$ cat src/rtl/spi_rx_byte_assembler.sv
// SPI mode-0 slave receive path on the system clock: synchronizes the raw SPI pins,
// assembles MSB-first words and queues them in a small valid/ready FIFO.
module spi_rx_byte_assembler #(
  parameter int DATA_W      = 8,
  parameter int FIFO_DEPTH  = 4,
  parameter int SYNC_STAGES = 2
) (
  input  logic              clk_i,
  input  logic              rst_i,
  input  logic              spi_sclk_i,
  input  logic              spi_cs_n_i,
  input  logic              spi_mosi_i,
  output logic [DATA_W-1:0] rx_data_o,
  output logic              rx_valid_o,
  input  logic              rx_ready_i,
  output logic              busy_o,
  output logic              frame_err_o,
  output logic              overflow_o,
  input  logic              clr_err_i
);

  localparam int CNT_W = $clog2(DATA_W);
  localparam int PTR_W = $clog2(FIFO_DEPTH);
  localparam logic [CNT_W-1:0] CNT_MAX = CNT_W'(DATA_W - 1);

  typedef enum logic {IDLE, SHIFT} state_t;

  logic [SYNC_STAGES-1:0] sclk_sync_q, cs_sync_q, mosi_sync_q;
  logic                   sclk_prev_q;
  logic                   sclk_s, cs_s, mosi_s, sclk_rise;

  state_t                 state_q, state_d;
  logic [CNT_W-1:0]       cnt_q, cnt_d;
  logic [DATA_W-2:0]      shreg_q, shreg_d;
  logic                   frame_err_q, frame_err_d;
  logic                   push;
  logic [DATA_W-1:0]      shifted;

  logic [DATA_W-1:0]      mem_q [FIFO_DEPTH];
  logic [PTR_W:0]         wr_ptr_q, rd_ptr_q;
  logic                   overflow_q, overflow_d;
  logic                   empty, full, pop, wr_en;

  // Synchronizer chains reset to the idle bus levels so no false edge appears after reset
  always_ff @(posedge clk_i) begin
    if (rst_i) begin
      sclk_sync_q <= '0;
      cs_sync_q   <= '1;
      mosi_sync_q <= '0;
      sclk_prev_q <= 1'b0;
    end else begin
      sclk_sync_q <= {sclk_sync_q[SYNC_STAGES-2:0], spi_sclk_i};
      cs_sync_q   <= {cs_sync_q[SYNC_STAGES-2:0], spi_cs_n_i};
      mosi_sync_q <= {mosi_sync_q[SYNC_STAGES-2:0], spi_mosi_i};
      sclk_prev_q <= sclk_sync_q[SYNC_STAGES-1];
    end
  end

  assign sclk_s    = sclk_sync_q[SYNC_STAGES-1];
  assign cs_s      = cs_sync_q[SYNC_STAGES-1];
  assign mosi_s    = mosi_sync_q[SYNC_STAGES-1];
  assign sclk_rise = sclk_s & ~sclk_prev_q;
  assign shifted   = {shreg_q, mosi_s};

  always_ff @(posedge clk_i) begin
    if (rst_i) begin
      state_q     <= IDLE;
      cnt_q       <= CNT_MAX;
      shreg_q     <= '0;
      frame_err_q <= 1'b0;
    end else begin
      state_q     <= state_d;
      cnt_q       <= cnt_d;
      shreg_q     <= shreg_d;
      frame_err_q <= frame_err_d;
    end
  end

  // A chip-select release takes priority over an SCLK edge seen in the same cycle
  always_comb begin
    state_d     = state_q;
    cnt_d       = cnt_q;
    shreg_d     = shreg_q;
    frame_err_d = 1'b0;
    push        = 1'b0;
    case (state_q)
      IDLE: begin
        if (!cs_s) begin
          state_d = SHIFT;
          cnt_d   = CNT_MAX;
        end
      end
      SHIFT: begin
        if (cs_s) begin
          state_d     = IDLE;
          frame_err_d = (cnt_q != CNT_MAX);
          cnt_d       = CNT_MAX;
          shreg_d     = '0;
        end else if (sclk_rise) begin
          shreg_d = shifted[DATA_W-2:0];
          if (cnt_q == '0) begin
            push  = 1'b1;
            cnt_d = CNT_MAX;
          end else begin
            cnt_d = cnt_q - 1'b1;
          end
        end
      end
      default: state_d = IDLE;
    endcase
  end

  assign empty = (wr_ptr_q == rd_ptr_q);
  assign full  = (wr_ptr_q[PTR_W] != rd_ptr_q[PTR_W]) &&
                 (wr_ptr_q[PTR_W-1:0] == rd_ptr_q[PTR_W-1:0]);
  assign pop   = ~empty & rx_ready_i;
  assign wr_en = push & (~full | pop);

  // Set beats clear so a drop in the clearing cycle is never lost
  always_comb begin
    overflow_d = overflow_q;
    if (push && full && !pop) begin
      overflow_d = 1'b1;
    end else if (clr_err_i) begin
      overflow_d = 1'b0;
    end
  end

  always_ff @(posedge clk_i) begin
    if (rst_i) begin
      wr_ptr_q   <= '0;
      rd_ptr_q   <= '0;
      overflow_q <= 1'b0;
    end else begin
      if (wr_en) wr_ptr_q <= wr_ptr_q + (PTR_W+1)'(1);
      if (pop)   rd_ptr_q <= rd_ptr_q + (PTR_W+1)'(1);
      overflow_q <= overflow_d;
    end
  end

  always_ff @(posedge clk_i) begin
    if (wr_en && !rst_i) begin
      mem_q[wr_ptr_q[PTR_W-1:0]] <= shifted;
    end
  end

  assign rx_data_o   = empty ? '0 : mem_q[rd_ptr_q[PTR_W-1:0]];
  assign rx_valid_o  = ~empty;
  assign busy_o      = (state_q == SHIFT);
  assign frame_err_o = frame_err_q;
  assign overflow_o  = overflow_q;

endmodule

$ cat config.mk
export PLATFORM = sky130hd
export DESIGN_NAME = spi_rx_byte_assembler
export DESIGN_NICKNAME = d
export VERILOG_FILES = /design/src/rtl/spi_rx_byte_assembler.sv
export SDC_FILE = /design/constraint.sdc
export NUM_CORES = 1
export LEC_CHECK = 0
export BUFFER_PORTS_ARGS = -buffer_cell sky130_fd_sc_hd__buf_2
export CAP_MARGIN = 20
export CORE_AREA = 2 2 64 66
export CTS_BUF_LIST = sky130_fd_sc_hd__clkbuf_4 sky130_fd_sc_hd__clkbuf_8
export DETAILED_ROUTE_END_ITERATION = 6
export DIE_AREA = 0 0 66 68
export GPL_ROUTABILITY_DRIVEN = 0
export PLACE_DENSITY = 0.86
export SYNTH_ARGS = -nofsm -noshare
export SYNTH_HDL_FRONTEND = slang
export SYNTH_SLANG_ARGS = --single-unit
$ cat constraint.sdc
create_clock -name clk_i -period 7.9 [get_ports clk_i]
set_clock_uncertainty 0.2 [all_clocks]
set_input_delay 1.58 -clock clk_i [delete_from_list [all_inputs] [get_ports clk_i]]
set_output_delay 1.58 -clock clk_i [all_outputs]
set_load 0.005 [all_outputs]
==> results of run 1 <==
-- per-layer routing --
layer / vias up / GRT usage [%] / part of all wire [%]
li1: 686 / - / -
met4: 0 / 8.42 / 1.4
met1: 695 / 22.9 / 39
met3: 7 / 8.39 / 4.3
met2: 45 / 37.9 / 55
met5: - / 0 / 0
-- critical path, stage by stage, from the launching register on --
cell and delay [ns]:
dfxtp_1 0.35, xor2_1 0.21, nor3_1 0.86, nor2b_1 0.12, buf_2 0.17
-- worst max-delay path by stage --
| stage | start | end | slack, ns | depth (start not counted) |
|---|---|---|---|---|
| CTS | rd_ptr_q[1] | rx_data_o[0] | 4.02 | 4 |
| finish | rd_ptr_q[1] | rx_data_o[0] | 4.09 | 4 |
| global placement | rx_ready_i | mem_q[0][0] | 4.31 | 4 |
| floorplan | rx_ready_i | mem_q[0][0] | 4.65 | 4 |
| global route | wr_ptr_q[0] | rx_data_o[1] | 3.89 | 4 |
| detailed placement | rx_ready_i | mem_q[0][6] | 4.14 | 4 |
-- cells in the mapped netlist, types with 2 or more instances --
master	n
nand2_1	4
o211ai_1	2
dfxtp_1	28
nor2b_1	15
ha_1	8
nand2b_1	3
mux4_2	8
or2_2	2
inv_1	6
a22oi_1	7
o21ai_0	4
nor3b_1	4
nor2_1	20
xor2_1	6
buf_2	3
edfxtp_1	32
clkbuf_1	4
-- cell families after synthesis --
kind of cell | share of synthesized area, %
flops | 63.4
simple gates | 12.7
compound gates | 6.05
buf+inv | 2.50
mux | 8.55
fa+ha+maj | 4.17
xor+xnor | 2.56
-- flip-flops by register name, indices dropped and copies added (netlist names), named ones only --
signal and cells:
wr_ptr_q 3, cnt_q 3, frame_err_o 1, shreg_q 7, overflow_o 1, mosi_sync_q 2, sclk_prev_q 1, busy_o 1
cs_sync_q 2, rd_ptr_q 3, mem_q 32, sclk_sync_q 2
-- area by class of cell --
cell class | instances | share of cell area (%)
clock buffer | 12 | 5.38
clock inverter | 4 | 1.56
inverter | 6 | 0.827
multi-input combinational | 102 | 30.0
sequential | 60 | 55.9
tap | 50 | 2.30
timing repair buffer | 22 | 4.04
-- power by group through the flow --
stage	sequential, mW	combinational [mW]	clock, mW
final	0.329	0.00894	0.257
after global routing	0.329	0.0102	0.278
after CTS	0.329	0.00903	0.262
after detailed placement	0.336	0.00898	0
after global placement	0.335	0.00818	0
after floorplan	0.335	0.00633	0
-- cell usage in the layout (no fill, tap or decap), drive strengths merged --
master / n
a211oi: 1
a21oi: 1
a22oi: 7
a32oi: 1
and2: 1
and4bb: 1
buf: 22
bufinv: 1
clkbuf: 12
clkinv: 3
dfxtp: 28
edfxtp: 32
ha: 8
inv: 6
mux2: 1
mux2i: 1
mux4: 8
nand2: 4
nand2b: 3
nand3: 1
nor2: 20
nor2b: 15
nor3: 1
nor3b: 4
nor4: 2
o211ai: 2
o21a: 1
o21ai: 5
o21bai: 1
o311ai: 1
o31ai: 1
or2: 3
or3: 1
xnor2: 1
xor2: 6
==> flow_summary_export.csv, run 1 <==
group,metric,value,unit
yosys,synth-edff-count,32,
power,power.switching,110,uW
worst_hold_path,hold_path_depth,1,
cells_and_area,area_growth,13.5,%
timing,worst_slack,4.09,ns
cts,htreeDepth,3,
worst_hold_path,hp-class,"reg2reg",
timing,max-slew-margin-rel,30.3,%
die,dieHeight,68,um
die,fp-row-count,23,
routing,drtAntennaViolNets,0,
worst_hold_path,hold_end,"cs_sync_q[1]",
power,combPwrFrac,1.5,%
worst_hold_path,hold_path_startpoint,"cs_sync_q[0]",
routing,dr.pass1.iters,4,
routing,drt-vias-per-instance,5.60,
cells_and_area,fillCellCount,281,
power,p_per_area,218,mW/mm2
critical_path,cp.required,6.12,ns
die,die_area,0.00449,mm2
yosys,yosys.area.top_type,"edfxtp_1",
global_routing,grt_max_degree,33,
placement,io_buffer_count,18,
routing,avgRoutedWirePerCell,15.9,um
critical_path,critPathKind,"reg2out",
timing,period_minus_slack,3.81,ns
timing,hold_viol,0,
die,coreArea,0.00386,mm2
routing,drc_errors,0,
timing,holdWs,0.218,ns
timing,post-route-period-util,48.3,%
job,maxCapViolations,0,
routing,drt_iter0_drc,100,
cts,clock_path_buffers,2,
global_routing,grt_pass1_vias,1409,
yosys,synth_area_leaders,"edfxtp_1 40%, dfxtp_1 23%, mux4_2 7.5%",
timing,tightest_slew,1.04,ns
yosys,synth_ff_type,"edfxtp_1",
yosys,synthArstFlopShare,0,%
power,p_int,485,uW
cts,tritoncts,"yes",
global_routing,antenna_found_initial,0,
cts,clk_pin_slew,0.06,ns
yosys,synth-warning-count,0,
power,switching_share,18.5,%
yosys,synth-seq-area-share,63.4,%
cts,cts-buffers-inserted,9,
outcome,status,"complete, no violations",
critical_path,critical_path_arrival,2.03,ns
cts,hold_buffers,0,
global_routing,grtUsageTotal,21.3,%
critical_path,reg2regPathDepth,7,
die,start_util,62.2,%
die,die-width,66,um
yosys,avgSynthCellArea,13.6,um2
critical_path,crit_path_end_kind,"primary output",
cts,cts.sinks,60,
yosys,syn-instance-count,176,
die,ioPinCount,19,
power,power,595,uW
power,p_leak,1.07,nW
critical_path,crit_path_start_kind,"flop",
critical_path,timing.rr.end,"mem_q[0][7]",
yosys,ys_ff_latch,60,
placement,dp_hpwl,2770,um
cells_and_area,drive_gt1_share,23.3,%
routing,finalWirelength,4070,um
critical_path,r2r_slack,5.23,ns
cells_and_area,post-route-util,70.6,%
cts,cts_setup_buffers,0,
yosys,synth_top_area_share,40.1,%
timing,setup_viol,0,
yosys,synth.distinct_cells,37,
global_routing,grt_pass1_wl,6620,um
placement,place_area,0.00251,mm2
cells_and_area,regArea,0.00152,mm2
critical_path,crit-reg2reg-launch,"cnt_q[0]",
timing,slew_violations,0,
power,sequentialPowerShare,55.3,%
cts,clk_latency,0.32,ns
power,power_frac_clock,43.2,%
timing,grt_setup_unrepaired,"no",
cells_and_area,layout.nets,216,
critical_path,critPathMaxFanout,9,
placement,dp_cells,236,
power,peakVddDrop,0.000144,V
yosys,syn_nets,191,
global_routing,grt_overflow_total,0,
cells_and_area,multi_input_area,817,um2
placement,dp_slack,4.14,ns
yosys,syn_area,0.00240,mm2
timing,max_freq,0.262,GHz
cells_and_area,finalNonFillerCells,256,
cts,root_buffer,"clkbuf_8",
routing,via_count,1433,
cells_and_area,n_antenna_cell,0,
cts,post_cts_resized,0,
timing,tns,0,ns
cells_and_area,fin_area,0.00272,mm2
Note: power is estimated with default switching activity, not from simulation.
==> run 2, diff against run 1 <==
Settings changed: CORE_AREA 2 2 64 66 to 2 2 66 68, DIE_AREA 0 0 66 68 to 0 0 68 70, PLACE_DENSITY 0.86 to 0.81.
Clock period 7.9 ns to 3.9 ns, I/O delays scaled along.
==> run 2 against run 1 <==
Effect of this change:
- non-clock buffer count up 1
- setup slack worse by 3.0 ns
- sequential power up 100%
- final area up 0.18%
- combinational power up 99%
- via count down 0.35%
==> flow_summary_export.csv, run 2 (synthesis gave the netlist of run 1 again) <==
group,metric,value,unit
outcome,status,"complete, no violations",
cts,clk_latency,0.32,ns
global_routing,antenna_found_initial,0,
cts,cts-buffers-inserted,9,
global_routing,grt_max_degree,33,
cts,htreeDepth,3,
timing,max-slew-margin-rel,55.7,%
timing,hold_viol,0,
routing,avgRoutedWirePerCell,15.1,um
cts,cts.sinks,60,
timing,setup_viol,0,
cts,root_buffer,"clkbuf_8",
cells_and_area,largest_register_ffs,32,
routing,drc_errors,0,
die,ioPinCount,19,
global_routing,grtUsageTotal,19.3,%
timing,period_minus_slack,2.77,ns
routing,drt_iter0_drc,92,
routing,drtAntennaViolNets,0,
power,power,1.15,mW
critical_path,critical_path_arrival,1.79,ns
cells_and_area,multi_input_area,817,um2
timing,tightest_slew,0.660,ns
die,fp-row-count,24,
critical_path,critPathMaxFanout,8,
cts,cts_setup_buffers,0,
critical_path,critPathKind,"reg2out",
cells_and_area,area_growth,13.7,%
cells_and_area,regArea,0.00152,mm2
cells_and_area,n_antenna_cell,0,
timing,worst_slack,1.13,ns
routing,via_count,1428,
timing,holdWs,0.215,ns
die,dieHeight,70,um
placement,dp_slack,1.44,ns
power,peakVddDrop,0.000239,V
cts,clk_pin_slew,0.06,ns
critical_path,crit_path_end_kind,"primary output",
timing,post-route-period-util,71.1,%
placement,place_area,0.00255,mm2
placement,dp_hpwl,2820,um
cts,post_cts_resized,0,
routing,dr.pass1.iters,4,
cells_and_area,drive_gt1_share,24.2,%
cts,clock_path_buffers,2,
cells_and_area,layout.nets,217,
critical_path,cp.required,2.92,ns
global_routing,grt_overflow_total,0,
power,p_per_area,423,mW/mm2
timing,slew_violations,0,
cells_and_area,fillCellCount,284,
critical_path,crit_path_start_kind,"flop",
job,maxCapViolations,0,
global_routing,grt_pass1_vias,1432,
cells_and_area,layout_common_cells,"32 x edfxtp_1, 28 x dfxtp_1, 20 x nor2_1",
die,die-width,68,um
die,coreArea,0.00414,mm2
routing,drt-vias-per-instance,5.51,
global_routing,grt_pass1_wl,6510,um
die,die_area,0.00476,mm2
timing,grt_setup_unrepaired,"no",
worst_hold_path,hp-class,"reg2reg",
cts,tritoncts,"yes",
cells_and_area,fin_area,0.00273,mm2
cells_and_area,layout_commonest_cell,"edfxtp_1",
power,p_leak,1.07,nW
timing,tns,0,ns
routing,finalWirelength,3920,um
placement,io_buffer_count,18,
timing,max_freq,0.361,GHz
die,start_util,57.9,%
cts,hold_buffers,0,
-- run 2: changes by cell type in the layout (fill, tap and decap cells not counted) --
cell / previous run / this run
buf_2: 22 / 18
clkinv_1: 2 / 1
bufinv_16: 1 / 0
clkinv_2: 1 / 2
buf_4: 0 / 5
clkbuf_8: 9 / 10
-- run 2: area by class of cell --
class | count | area share, %
tap | 52 | 2.39
clock inverter | 3 | 0.505
inverter | 6 | 0.826
sequential | 60 | 55.8
timing repair buffer | 23 | 4.68
multi-input combinational | 102 | 30.0
clock buffer | 13 | 5.87
-- run 2: power breakdown --
part	switching [mW]	leakage, nW	internal [mW]
clock network	0.206	0.0951	0.265
logic	0.0104	0.447	0.00734
registers	0.00288	0.523	0.663
-- run 2: worst max-delay path, stage by stage, from the launching register on --
cell and delay, ns:
dfxtp_1 0.64, mux4_2 0.58, nor2b_1 0.14, buf_2 0.12
-- run 2: final timing paths --
| kind | from | endpoint | slack, ns | cells past startpoint |
|---|---|---|---|---|
| min reg2reg | cs_sync_q[0] | cs_sync_q[1] | 0.22 | 1 |
| max | flop | rx_data_o[0] | 1.13 | 3 |
| min | cs_sync_q[0] | cs_sync_q[1] | 0.22 | 1 |
| max reg2reg | cnt_q[0] | mem_q[2][1] | 1.56 | 7 |
-- run 2: through the flow --
step	instances	util (%)
finish	259	65.8
global route	259	65.8
CTS	259	65.8
detailed placement	243	61.6
global placement	243	61.6
floorplan	176	-
-- run 2: layer usage --
| metal | routed length (um) | GRT usage [%] | vias up |
|---|---|---|---|
| met4 | 46 | 10.2 | 0 |
| met5 | 0 | 0 | - |
| met3 | 190 | 7.09 | 6 |
| met2 | 2110 | 31.2 | 47 |
| li1 | - | - | 681 |
| met1 | 1580 | 21.9 | 694 |
